$ cat src/rtl/mem_arb_pkg.sv
// Shared types and defaults for the von Neumann memory port arbiter.
// Grantee encoding plus reset/priority defaults.
package mem_arb_pkg;

    typedef enum logic [1:0] {
        GNT_NONE = 2'd0,
        GNT_IF   = 2'd1,
        GNT_D    = 2'd2
    } grantee_e;

    localparam int DATA_BASE_RST_DEF = 128;
    localparam int MAX_STREAK_DEF    = 3;
    localparam int CNT_W_DEF         = 2;

endpackage

$ cat src/rtl/arb_streak_counter.sv
// Saturating counter of consecutive data grants taken while fetch waits.
// Clear has priority over increment; sat flags the fetch-must-win point.
module arb_streak_counter #(
    parameter int CNT_W = 2,
    parameter int MAX   = 3
) (
    input  logic clk,
    input  logic rst,
    input  logic inc,
    input  logic clr,
    output logic sat
);

    logic [CNT_W-1:0] cnt;

    assign sat = (cnt == CNT_W'(MAX));

    // count data grants, hold at MAX, drop to zero when fetch is served or idle
    always_ff @(posedge clk or negedge rst) begin
        if (!rst) begin
            cnt <= '0;
        end else if (clr) begin
            cnt <= '0;
        end else if (inc && !sat) begin
            cnt <= cnt + 1'b1;
        end
    end

endmodule

$ cat src/rtl/mem_port_arbiter.sv
// Shares one memory port between fetch and data, data first with a fetch
// starvation limit; relocates data by a segment base; registers read data.
module mem_port_arbiter
    import mem_arb_pkg::*;
#(
    parameter int ADDR_W        = 8,
    parameter int DATA_W        = 8,
    parameter int MAX_STREAK    = MAX_STREAK_DEF,
    parameter int CNT_W         = CNT_W_DEF,
    parameter int DATA_BASE_RST = DATA_BASE_RST_DEF
) (
    input  logic              clk,
    input  logic              rst,
    input  logic              if_req,
    input  logic [ADDR_W-1:0] if_addr,
    output logic              if_gnt,
    output logic              if_rvalid,
    output logic [DATA_W-1:0] if_rdata,
    input  logic              d_req,
    input  logic              d_we,
    input  logic [ADDR_W-1:0] d_addr,
    input  logic [DATA_W-1:0] d_wdata,
    output logic              d_gnt,
    output logic              d_rvalid,
    output logic [DATA_W-1:0] d_rdata,
    input  logic              cfg_we,
    input  logic [ADDR_W-1:0] cfg_base,
    output logic [ADDR_W-1:0] mem_addr,
    output logic              mem_we,
    output logic [DATA_W-1:0] mem_wdata,
    input  logic [DATA_W-1:0] mem_rdata
);

    logic [ADDR_W-1:0] base;
    logic              streak_sat;
    grantee_e          last;
    logic              last_rd;

    arb_streak_counter #(
        .CNT_W (CNT_W),
        .MAX   (MAX_STREAK)
    ) u_streak (
        .clk (clk),
        .rst (rst),
        .inc (d_gnt && if_req),
        .clr (if_gnt || !if_req),
        .sat (streak_sat)
    );

    // data wins unless fetch has waited through MAX_STREAK data grants
    always_comb begin
        d_gnt  = d_req && !(if_req && streak_sat);
        if_gnt = if_req && !d_gnt;
    end

    // steer the shared port; writes are suppressed while reset is held
    always_comb begin
        mem_addr  = '0;
        mem_we    = 1'b0;
        mem_wdata = d_wdata;
        unique case (1'b1)
            d_gnt: begin
                mem_addr = d_addr + base;
                mem_we   = d_we && rst;
            end
            if_gnt: begin
                mem_addr = if_addr;
            end
            default: begin
                mem_addr = '0;
            end
        endcase
    end

    // segment base: an access in the load cycle still sees the old value
    always_ff @(posedge clk or negedge rst) begin
        if (!rst) begin
            base <= ADDR_W'(DATA_BASE_RST);
        end else if (cfg_we) begin
            base <= cfg_base;
        end
    end

    // capture the grantee and its read data for the following cycle
    always_ff @(posedge clk or negedge rst) begin
        if (!rst) begin
            last     <= GNT_NONE;
            last_rd  <= 1'b0;
            if_rdata <= '0;
            d_rdata  <= '0;
        end else begin
            last    <= d_gnt ? GNT_D : (if_gnt ? GNT_IF : GNT_NONE);
            last_rd <= d_gnt && !d_we;
            if (if_gnt) begin
                if_rdata <= mem_rdata;
            end
            if (d_gnt && !d_we) begin
                d_rdata <= mem_rdata;
            end
        end
    end

    assign if_rvalid = (last == GNT_IF);
    assign d_rvalid  = (last == GNT_D) && last_rd;

endmodule
$ cat config.mk
export PLATFORM = sky130hd
export DESIGN_NAME = mem_port_arbiter
export DESIGN_NICKNAME = d
export VERILOG_FILES = /design/src/rtl/mem_arb_pkg.sv /design/src/rtl/arb_streak_counter.sv /design/src/rtl/mem_port_arbiter.sv
export SDC_FILE = /design/constraint.sdc
export NUM_CORES = 1
export LEC_CHECK = 0
export CORE_ASPECT_RATIO = 0.8
export CORE_MARGIN = 1.5
export CORE_UTILIZATION = 40
export CTS_BUF_LIST = sky130_fd_sc_hd__clkbuf_16
export DETAILED_ROUTE_END_ITERATION = 12
export HOLD_SLACK_MARGIN = 0.03
export PLACE_DENSITY = 0.85
export SLEW_MARGIN = 25
export SYNTH_ARGS = -nofsm -noshare
export SYNTH_HDL_FRONTEND = slang
export SYNTH_HIERARCHICAL = 1
export SYNTH_SLANG_ARGS = --single-unit
$ cat constraint.sdc
create_clock -name clk -period 2.46 [get_ports clk]
set_clock_uncertainty 0.05 [all_clocks]
set_input_delay 0.369 -clock clk [delete_from_list [all_inputs] [get_ports clk]]
set_output_delay 0.369 -clock clk [all_outputs]
set_load 0.05 [all_outputs]
**After elaboration in Yosys (flattened, before gate mapping)**

Cells that the tools add are included.
Widths: inputs -> output; s select.

- Equal/unequal tests: 3
- Add/sub/neg operators: 2
- Reductions and logical operators: 15
- Mux-type cells: 6

Operator list:

| cell | number |
|---|---|
| $pmux 8 s2 | 1 |
| $add 8x8->8 | 1 |
| $logic_and 1x1->1 | 8 |
| $mux 2 | 3 |
| $logic_not 1->1 | 5 |
| $eq 2x2->1 const B | 2 |
| $add 2x1->2 const B | 1 |
| $eq 2x1->1 const B | 1 |
| $mux 1 | 2 |
| $reduce_bool 2->1 | 1 |
| $logic_or 1x1->1 | 1 |

- Output and inout bits: 37
- Flip-flop bits (word level): 29

**Depth between registers and ports, before layout**

Gate-level depths: netlist (run 1).

- Word-level depth: 8
- Mapped depth: 8
- Depth with buffers taken out: 7

**Cells and area by module**

The synthesis (run 1) kept the hierarchy.

By module, submodules not included:

| module | cells each | area each (µm²) | instances |
|---|---|---|---|
| mem_port_arbiter | 155 | 1562.7 | 1 |
| arb_streak_counter | 10 | 123.9 | 1 |

**Worst setup path before layout (run 1)**

Ideal clock, no wire load.

- Path type: in2out
- Start: in d_addr[0]
- End: out mem_addr[4]
- Data required time: 2.041 ns
- Data arrival time: 2.485 ns
- Setup slack: -0.444 ns
- Stages: 5
- Cells stage by stage: ha_1 -> fa_1 -> a211oi_1 -> o21ai_0 -> o21ai_0

- Longest elaborated chain between the ends: 2

RTL lines:

| element | RTL line | text |
|---|---|---|
| start: declaration | mem_port_arbiter.sv:21 | `input logic [ADDR_W-1:0] d_addr,` |
| $add 8x8->8 | mem_port_arbiter.sv:63 | `mem_addr = d_addr + base;` |
| $pmux 8 s2 | mem_port_arbiter.sv:61 | `unique case (1'b1)` |
| end: declaration | mem_port_arbiter.sv:28 | `output logic [ADDR_W-1:0] mem_addr,` |

No other way between the ends.

**Worst setup path after layout (run 1)**

- Start: reg base[0]
- End: out mem_addr[6]

- Longest elaborated chain between the ends: 2

RTL lines:

| element | RTL line | text |
|---|---|---|
| start: declaration | mem_port_arbiter.sv:34 | `logic [ADDR_W-1:0] base;` |
| start signal: assignment | mem_port_arbiter.sv:78 | `base <= ADDR_W'(DATA_BASE_RST);` |
| start signal: assignment | mem_port_arbiter.sv:80 | `base <= cfg_base;` |
| $add 8x8->8 | mem_port_arbiter.sv:63 |  |
| $pmux 8 s2 | mem_port_arbiter.sv:61 |  |

No other way between the ends.

==> results of run 1 <==
[placed cells by master (no fill, tap or decap), types with 3 or more instances in the layout]
cell              n
o21ai_0           3
ha_1              5
a211oi_2          3
buf_12           10
clkdlybuf4s50_1  52
nor2_1            4
mux2_2           16
nand3_1           7
nand2_1          34
o21ai_2           3
buf_4            16
clkinv_2          3
dfrtp_1          28
inv_1             7
and3_1            3
nor3b_1           3
clkbuf_16         5
o21ai_1           3
[state kept, by name (all words and copies together), names as in the netlist]
name / cells
d_rdata: 8
base: 8
last: 2
u_streak/cnt: 2
if_rdata: 8
last_rd: 1
[worst max path at each step]
stage	startpoint	to	slack (ns)	cells after the start
after floorplan	d_addr[0]	mem_addr[4]	-0.07	5
after global placement	d_addr[0]	mem_addr[6]	-0.23	8
after detailed placement	d_addr[0]	mem_addr[6]	-0.23	8
after CTS	d_addr[2]	mem_addr[6]	0.005	8
after global routing	base[0]	mem_addr[6]	-0.12	7
final	base[0]	mem_addr[6]	0.003	7
[repair_timing]
item,in CTS,in global routing
setup buffers,0,1
pin swaps,9,8
hold endpoints to repair,0,0
resized for setup,12,6
setup endpoints to repair,6,4
[layer usage]
metal,wire length (um),vias to the layer above
li1,-,715
met1,1810,714
met2,2110,49
met3,232,2
met4,14,0
met5,0,-
[through the flow]
step	power, mW	area, um2	std cells	TNS (ns)
5_1_grt	1.97	2740	297	-0.153
6_report	1.88	2740	297	0
3_3_place_gp	1.29	2530	288	-0.806
3_5_place_dp	1.30	2530	288	-0.839
4_1_cts	1.88	2700	296	0
2_1_floorplan	1.00	1690	165	-0.0731
[power groups by stage]
| stage | registers (mW) | logic [mW] | clock network (mW) |
|---|---|---|---|
| global placement | 0.565 | 0.721 | 0 |
| detailed placement | 0.567 | 0.729 | 0 |
| global route | 0.567 | 0.806 | 0.600 |
| floorplan | 0.692 | 0.311 | 0 |
| finish | 0.561 | 0.761 | 0.560 |
| CTS | 0.560 | 0.746 | 0.570 |
[cell families (layout without fill, tap and decap cells)]
kind of cell,Yosys count,count (layout),synth area share
AOI/OAI and AO/OA,25,25,0.105
xor gates and xnor gates,2,2,0.0104
adders and majority gates,9,9,0.0712
buffers and inverters,20,97,0.0734
DFF,29,29,0.431
muxes,19,19,0.128
and+or+nand+nor,61,61,0.182
[critical path: cells and delay by family, from the launching register on]
family,cells,cell delay [ns]
buffers and inverters,1,0.17
AOI/OAI and AO/OA,2,0.39
DFF,1,0.38
adders and majority gates,2,0.55
muxes,1,0.16
and+or+nand+nor,1,0.12
[cell type report]
type                       count  share of cell area
multi-input combinational    116               0.327
timing repair buffer          82               0.322
sequential                    29               0.265
clock buffer                   5              0.0457
tap                           55              0.0251
inverter                       7              0.0101
clock inverter                 3             0.00503
==> summary.md, run 1 <==
| Metric | Value |
|---|---|
| Outcome | `complete, no violations` |
| Power share of the sequential group | `0.298` |
| Hpwl dp | `3140 um` |
| First-pass GRT wire length | `6650 um` |
| Drt pass-1 iters | `4` |
| Fmax | `407 MHz` |
| Fin. max-slew vios | `0` |
| Dpl ws | `-0.233 ns` |
| Min Hold Slack | `0.429 ns` |
| Clock transition at the registers of the reported paths | `0.05 ns` |
| Mapped Area | `1690 um2` |
| CP endpoint kind | `output pin` |
| Worst Hold Depth | `2` |
| FF+latch area | `727 um2` |
| Commonest cells post-synth | `nand2_1 (34), dfrtp_1 (28), mux2_2 (16)` |
| Syn_area_per_cell | `10.2 um2` |
| Ys async rst share | `1.00` |
| Per-cell routed wire length | `14.0 um` |
| CP max stage delay | `0.38 ns` |
| IO Pins | `83` |
| R2r setup slk | `0.59 ns` |
| Met2 usage | `0.326` |
| Max transition margin | `0.651` |
| Leak | `1.25 nW` |
| Worst Path Required | `2.04 ns` |
| Synthesis-stage register bit count | `29` |
| Cell row count | `20` |
| GPL Wtd Cong | `0.772` |
| H-tree levels | `2` |
| Synth area leaders | `dfrtp_1 (42%), mux2_2 (11%), nand2_1 (7.6%), ha_1 (5.9%), buf_4 (3.6%)` |
| Pin count of the biggest net entering global routing | `30` |
| Fin nets | `296` |
| Most frequent cell after synthesis | `nand2_1` |
| Die X-Extent | `75.6 um` |
| Filler cell count | `288` |
| Hold_sp | `if_rdata[4]` |
| Slowest library cell on the worst path | `dfrtp_1` |
| Ys flop type | `dfrtp_1` |
| Yosys cell types | `41` |
| Grt met3 use | `0.0524` |
| Sw frac | `0.341` |
| DRT iter0 DRCs | `49` |
| Worst setup path class | `flop to output pin` |
| Syn_nets | `220` |
| CTS tree | `done` |
| Clock share of power | `0.298` |
| Met1 Usage GRT | `0.255` |
| Syn. warnings | `6` |
| Multi-input combinational cell area | `895 um2` |
| Worst-path fanout max | `2` |
| NetSw | `642 uW` |
| Final core occ | `0.697` |
| Inserted Clock Buffers | `5` |
| Initial antenna violation count | `0` |
| Final wirelength | `4170 um` |
| Internal Power | `1.24 mW` |
| R2R Path Start | `u_streak/cnt[0]` |
| Busiest grt layer | `met2` |
| Worst-case reg-to-reg path depth | `6` |
| Layout cells sized above 1 | `0.285` |
| Tmin final | `2.46 ns` |
| Area grow syn2layout | `62.4%` |
| Mapped Cells | `165` |
| RSZ-0062 raised after global routing | `yes` |
| DRC | `0` |
| Total grt overflow | `0` |
| Gate power share | `0.404` |
| Vias in the first global route | `1434` |
| Sequential cell area fraction in the yosys report | `0.431` |
| Gr usage total | `0.194` |
| Hold Fails Final Rpt | `0` |
| Clk sink count | `29` |
| Die area | `4620 um2` |
| Vias per cell | `4.98` |
| VDD IR-drop max | `435 uV` |
| Post-CTS Hold Fix Bufs | `0` |
| Maxcap violations | `0` |
| Final Setup Violations | `0` |
| Crit-path cells | `ha_2, fa_2, a211oi_2, o21bai_1, mux2i_1, nand2_1, buf_12` |
| PwrDens | `687 nW/um2` |
| Post-synth EDFFs | `0` |
| Synth top area share | `0.415` |
| Antenna Nets Post-Route | `0` |
| Type of the tightest min-delay check | `flop to flop` |
| Final worst setup slack | `0.00278 ns` |
| Worst-Margin Slew | `0.521 ns` |
| Starting Density | `0.429` |
| Height of the die | `61.1 um` |
| Cell taking the most area after synthesis | `dfrtp_1` |
| Worst Path Arrival | `2.04 ns` |
| Tcrit/Tclk final | `0.999` |
| Root buffer cell | `clkbuf_16` |
| Core area | `3930 um2` |
| Capturing point of the worst reg2reg path | `u_streak/cnt[0]` |
| Diode count | `0` |
| Element type at the critical path start | `flop` |
| CTS Buffer Depth | `2` |
| Worst skew pair latency | `0.26 ns` |
| IO buf count | `66` |
| Worst Hold End | `if_rdata[4]` |
| Via count | `1480` |
No activity file was read; power rests on OpenSTA's default activity.
==> inputs of run 2 (changes only) <==
--- a/config.mk
+++ b/config.mk
@@ -12,6 +12,7 @@
 export DETAILED_ROUTE_END_ITERATION = 12
 export HOLD_SLACK_MARGIN = 0.03
 export PLACE_DENSITY = 0.85
+export RECOVER_POWER = 25
 export SLEW_MARGIN = 25
 export SYNTH_ARGS = -nofsm -noshare
 export SYNTH_HDL_FRONTEND = slang
==> run 2 against run 1 <==
Compared with the run above: the run now ends with capacitance limit, slew limit left; setup slack about the same; hold slack about the same; clock-buffer cell count stayed put; cell count stayed put; flip-flop and latch count stayed put; via count grew 0.41%.
==> summary.md, run 2 (same netlist as run 1, synthesis figures left out) <==
| Metric | Value |
|---|---|
| Outcome | `finished with violations` |
| Violations in the final reports | `capacitance limit, slew limit` |
| Commonest non-fill, non-tap cell in the layout | `clkdlybuf4s50_1` |
| Per-cell routed wire length | `14.0 um` |
| Worst skew pair latency | `0.26 ns` |
| Die area | `4620 um2` |
| Leak | `1.25 nW` |
| CTS tree | `done` |
| Total grt overflow | `0` |
| Layout cells sized above 1 | `0.281` |
| Commonest non-fill, non-tap cells in the layout | `clkdlybuf4s50_1 (51), nand2_1 (34), dfrtp_1 (28)` |
| Type of the tightest min-delay check | `flop to flop` |
| Tcrit/Tclk final | `0.999` |
| NetSw | `642 uW` |
| Gate power share | `0.404` |
| Final wirelength | `4150 um` |
| Area grow syn2layout | `62.2%` |
| Worst setup path class | `flop to output pin` |
| Vias per cell | `5.00` |
| Worst Hold Depth | `2` |
| IO Pins | `83` |
| Core area | `3930 um2` |
| Worst-path fanout max | `2` |
| Inserted Clock Buffers | `5` |
| Worst-case reg-to-reg path depth | `6` |
| Cell row count | `20` |
| GPL Wtd Cong | `0.772` |
| Max transition margin | `-0.0162` |
| PwrDens | `687 nW/um2` |
| Fin. max-slew vios | `30` |
| FF+latch area | `727 um2` |
| Sw frac | `0.341` |
| Multi-input combinational cell area | `895 um2` |
| Post-CTS Hold Fix Bufs | `0` |
| Fmax | `407 MHz` |
| Clk sink count | `29` |
| Filler cell count | `289` |
| Worst Path Required | `2.04 ns` |
| First-pass GRT wire length | `6650 um` |
| Die X-Extent | `75.6 um` |
| Diode count | `0` |
| Power share of the sequential group | `0.298` |
| CTS Buffer Depth | `2` |
| Element type at the critical path start | `flop` |
| Clock transition at the registers of the reported paths | `0.05 ns` |
| H-tree levels | `2` |
| Clock share of power | `0.298` |
| Hold Fails Final Rpt | `0` |
| Starting Density | `0.429` |
| DRC | `0` |
| Worst-Margin Slew | `1.52 ns` |
| CP endpoint kind | `output pin` |
| Fin nets | `296` |
| Largest registers | `base: 8 flops, d_rdata: 8 flops, if_rdata: 8 flops` |
| Hpwl dp | `3140 um` |
| Vias in the first global route | `1434` |
| Maxcap violations | `1` |
| Tmin final | `2.46 ns` |
| Internal Power | `1.24 mW` |
| Final Setup Violations | `0` |
| Gr usage total | `0.194` |
| IO buf count | `66` |
| Setup TNS | `0 ns` |
| Via count | `1486` |
| Root buffer cell | `clkbuf_16` |
| DRT iter0 DRCs | `55` |
| Antenna Nets Post-Route | `0` |
| Drt pass-1 iters | `5` |
| Initial antenna violation count | `0` |
| RSZ-0062 raised after global routing | `yes` |
| R2r setup slk | `0.59 ns` |
| Cells after DPL | `288` |
| VDD IR-drop max | `435 uV` |
| Height of the die | `61.1 um` |
| Fin cells | `297` |
| Pin count of the biggest net entering global routing | `30` |
| Worst Path Arrival | `2.04 ns` |
[run 2: cell type report]
| type | count | share of cell area |
|---|---|---|
| Tap cell | 55 | 0.0252 |
| Inverter | 7 | 0.0101 |
| Timing Repair Buffer | 82 | 0.321 |
| Clock buffer | 5 | 0.0457 |
| Clock inverter | 3 | 0.00503 |
| Sequential cell | 29 | 0.266 |
| Multi-Input combinational cell | 116 | 0.327 |
[run 2: power by group through the flow]
| stage | sequential (mW) | clock (mW) | combinational [mW] |
|---|---|---|---|
| after global placement | 0.565 | 0 | 0.721 |
| after CTS | 0.560 | 0.570 | 0.746 |
| after global routing | 0.567 | 0.600 | 0.804 |
| after detailed placement | 0.567 | 0 | 0.729 |
| final | 0.561 | 0.560 | 0.760 |
| after floorplan | 0.692 | 0 | 0.311 |
[run 2: what timing repair did]
action	in CTS	in global routing
gates resized for setup	12	6
endpoints found under the setup margin	6	4
buffers inserted	0	1
pin swaps	9	8
[run 2: final timing paths]
kind                              endpoint             from
max in group asynchronous          base[6]              rst
hold reg to reg                if_rdata[4]      if_rdata[4]
min in group asynchronous       d_rdata[5]              rst
setup / recovery               mem_addr[6]          base[0]
hold / removal                 if_rdata[4]      if_rdata[4]
setup reg to reg           u_streak/cnt[0]  u_streak/cnt[0]
[run 2: routing by layer]
layer	vias to the layer above	global-route usage	wire (um)
li1	717	-	-
met1	718	0.255	1800
met2	49	0.326	2100
met3	2	0.0524	232
met4	0	0.0383	14
met5	-	0	0
[run 2: worst max-delay path: stages, from the launching register on]
cell	delay, ns
dfrtp_1	0.38
ha_2	0.19
fa_2	0.36
a211oi_2	0.26
o21bai_1	0.13
mux2i_1	0.16
nand2_1	0.12
buf_12	0.17
[run 2: per-stage QoR]
step | worst slack, ns | cell area [um2] | total power [mW] | hold slack (ns) | util
after floorplan | -0.0731 | 1690 | 1.00 | 0.0234 | -
after global placement | -0.235 | 2530 | 1.29 | 0.409 | 0.644
after detailed placement | -0.233 | 2530 | 1.30 | 0.415 | 0.644
after CTS | 0.00517 | 2700 | 1.88 | 0.432 | 0.688
after global routing | -0.116 | 2740 | 1.97 | 0.448 | 0.696
final | 0.00300 | 2740 | 1.88 | 0.429 | 0.696
==> inputs of run 3 (changes only) <==
--- a/config.mk
+++ b/config.mk
@@ -11,7 +11,7 @@
 export CTS_BUF_LIST = sky130_fd_sc_hd__clkbuf_16
 export DETAILED_ROUTE_END_ITERATION = 12
 export HOLD_SLACK_MARGIN = 0.03
-export PLACE_DENSITY = 0.85
+export PLACE_DENSITY_LB_ADDON = 0.25
 export RECOVER_POWER = 25
 export SLEW_MARGIN = 25
 export SYNTH_ARGS = -nofsm -noshare
==> run 3 against run 2 <==
Compared with the run above: the run ends with capacitance limit, slew limit, setup timing left; cell count is 0.67% higher; flip-flop and latch count unchanged; via count down 0.74%; setup slack worse by 0.047 ns; non-clock buffer count increased by 2; global-route usage grew 1.3 points; hold slack worse by 0.0020 ns; die area did not move; sequential power about the same; combinational power up 0.8%; first-iteration DRC count grew 42%; critical path type is now primary input to output pin; largest cell class unchanged.
==> summary.md, run 3 (same netlist as run 1, synthesis figures left out) <==
| Metric | Value |
|---|---|
| Vias per cell | `4.93` |
| Height of the die | `61.1 um` |
| Per-cell routed wire length | `14.7 um` |
| First-pass GRT wire length | `6840 um` |
| Pin count of the biggest net entering global routing | `30` |
| Largest registers | `base: 8 flops, d_rdata: 8 flops, if_rdata: 8 flops` |
| Initial antenna violation count | `0` |
| Fin. max-slew vios | `30` |
| Final Setup Violations | `2` |
| Worst skew pair latency | `0.27 ns` |
| Hold Fails Final Rpt | `0` |
| Inserted Clock Buffers | `5` |
| Tmin final | `2.50 ns` |
| Type of the tightest min-delay check | `flop to flop` |
| Diode count | `0` |
| Maxcap violations | `1` |
| Final wirelength | `4390 um` |
| Vias in the first global route | `1481` |
| Fin area | `2750 um2` |
| Tcrit/Tclk final | `1.02` |
| Drt pass-1 iters | `4` |
| Final core occ | `0.701` |
| Die area | `4620 um2` |
| Min Hold Slack | `0.427 ns` |
| CTS Buffer Depth | `2` |
| Design Power | `1.88 mW` |
| Setup TNS | `-0.0687 ns` |
| Layout cells sized above 1 | `0.279` |
| Gr usage total | `0.206` |
| Area grow syn2layout | `63.3%` |
| VDD IR-drop max | `417 uV` |
| Via count | `1475` |
| Core area | `3930 um2` |
| Cell row count | `20` |
| Post-CTS Hold Fix Bufs | `0` |
| Worst-path fanout max | `3` |
| Die X-Extent | `75.6 um` |
| Slowest library cell on the worst path | `clkdlybuf4s50_1` |
| Fin nets | `298` |
| CP max stage delay | `0.41 ns` |
| Final worst setup slack | `-0.0444 ns` |
| CTS tree | `done` |
| Buf/Inv on CP | `4` |
| Violations in the final reports | `capacitance limit, slew limit, setup timing` |
| CP endpoint kind | `output pin` |
| Most frequent CP cell | `buf_4` |
| Hpwl dp | `3330 um` |
| Worst setup path class | `primary input to output pin` |
| Max transition margin | `-0.00642` |
| Clk sink count | `29` |
| GPL Wtd Cong | `0.802` |
| Worst Path Required | `2.04 ns` |
| Clock transition at the registers of the reported paths | `0.05 ns` |
| DRC | `0` |
| IO Pins | `83` |
| Post-DP Area | `2550 um2` |
| Commonest non-fill, non-tap cell in the layout | `clkdlybuf4s50_1` |
| Total grt overflow | `0` |
| Worst Path Arrival | `2.09 ns` |
| Leak | `1.25 nW` |
| Starting Density | `0.429` |
| Root buffer cell | `clkbuf_16` |
| IO buf count | `66` |
| Fmax | `399 MHz` |
| PwrDens | `684 nW/um2` |
| H-tree levels | `2` |
| CP top delay family | `buffers and inverters` |
| Crit-path cells | `clkdlybuf4s50_1, ha_1, buf_4, buf_4, a21o_1, a211oi_1, o21ai_1, clkbuf_16` |
| Element type at the critical path start | `primary input` |
| Antenna Nets Post-Route | `0` |
| DRT iter0 DRCs | `78` |
| RSZ-0062 raised after global routing | `yes` |
| Commonest non-fill, non-tap cells in the layout | `clkdlybuf4s50_1 (52), nand2_1 (34), dfrtp_1 (28)` |
| Outcome | `finished with violations` |
| Worst-Margin Slew | `1.51 ns` |
==> run 3: what timing repair did <==
| action | in CTS | in global routing |
|---|---|---|
| pin swaps | 4 | 4 |
| buffers inserted | 0 | 0 |
| endpoints found under the setup margin | 5 | 5 |
| resized for setup | 9 | 8 |
==> run 3: worst paths after layout <==
kind / from / to / slack, ns / cells past startpoint
setup / recovery: d_addr[2] / mem_addr[4] / -0.04 / 8
hold / removal: if_rdata[4] / if_rdata[4] / 0.43 / 2
setup reg to reg: u_streak/cnt[0] / u_streak/cnt[0] / 0.66 / 6
hold reg to reg: if_rdata[4] / if_rdata[4] / 0.43 / 2
max in group asynchronous: rst / base[5] / 0.51 / 2
min in group asynchronous: rst / last[1] / 0.96 / 2
==> run 3: area by class of cell <==
type                       count  area (um2)
clock inverter                 3        11.3
clock buffer                   5         125
fill                         310        1170
inverter                       7        27.5
sequential                    29         727
multi-input combinational    116         902
timing repair buffer          84         892
tap                           55        68.8
==> run 3: worst register-to-register path: cells and delay by family, from the launching register on <==
kind            cells  cell delay, ns
compound gates      1            0.24
fa+ha+maj           1            0.24
buf+inv             1            0.12
flops               1            0.39
mux                 1            0.30
simple gates        2            0.34
==> run 3: per-stage QoR <==
| step | worst slack [ns] | std cells |
|---|---|---|
| global placement | -0.266 | 291 |
| global route | -0.142 | 299 |
| CTS | -0.0187 | 299 |
| detailed placement | -0.290 | 291 |
| floorplan | -0.0731 | 165 |
| finish | -0.0444 | 299 |
==> run 3: metal layers <==
layer,wire (um),vias up,track usage
met5,0,-,0
met4,51,0,0.0638
met3,220,12,0.0802
met2,2020,40,0.311
met1,2110,702,0.277
li1,-,721,-
==> run 3: power by group <==
group,switching [mW],leakage (nW),internal (mW),total (mW)
logic,0.421,0.831,0.345,0.766
clock network,0.192,0.0738,0.362,0.554
registers,0.0306,0.350,0.532,0.563
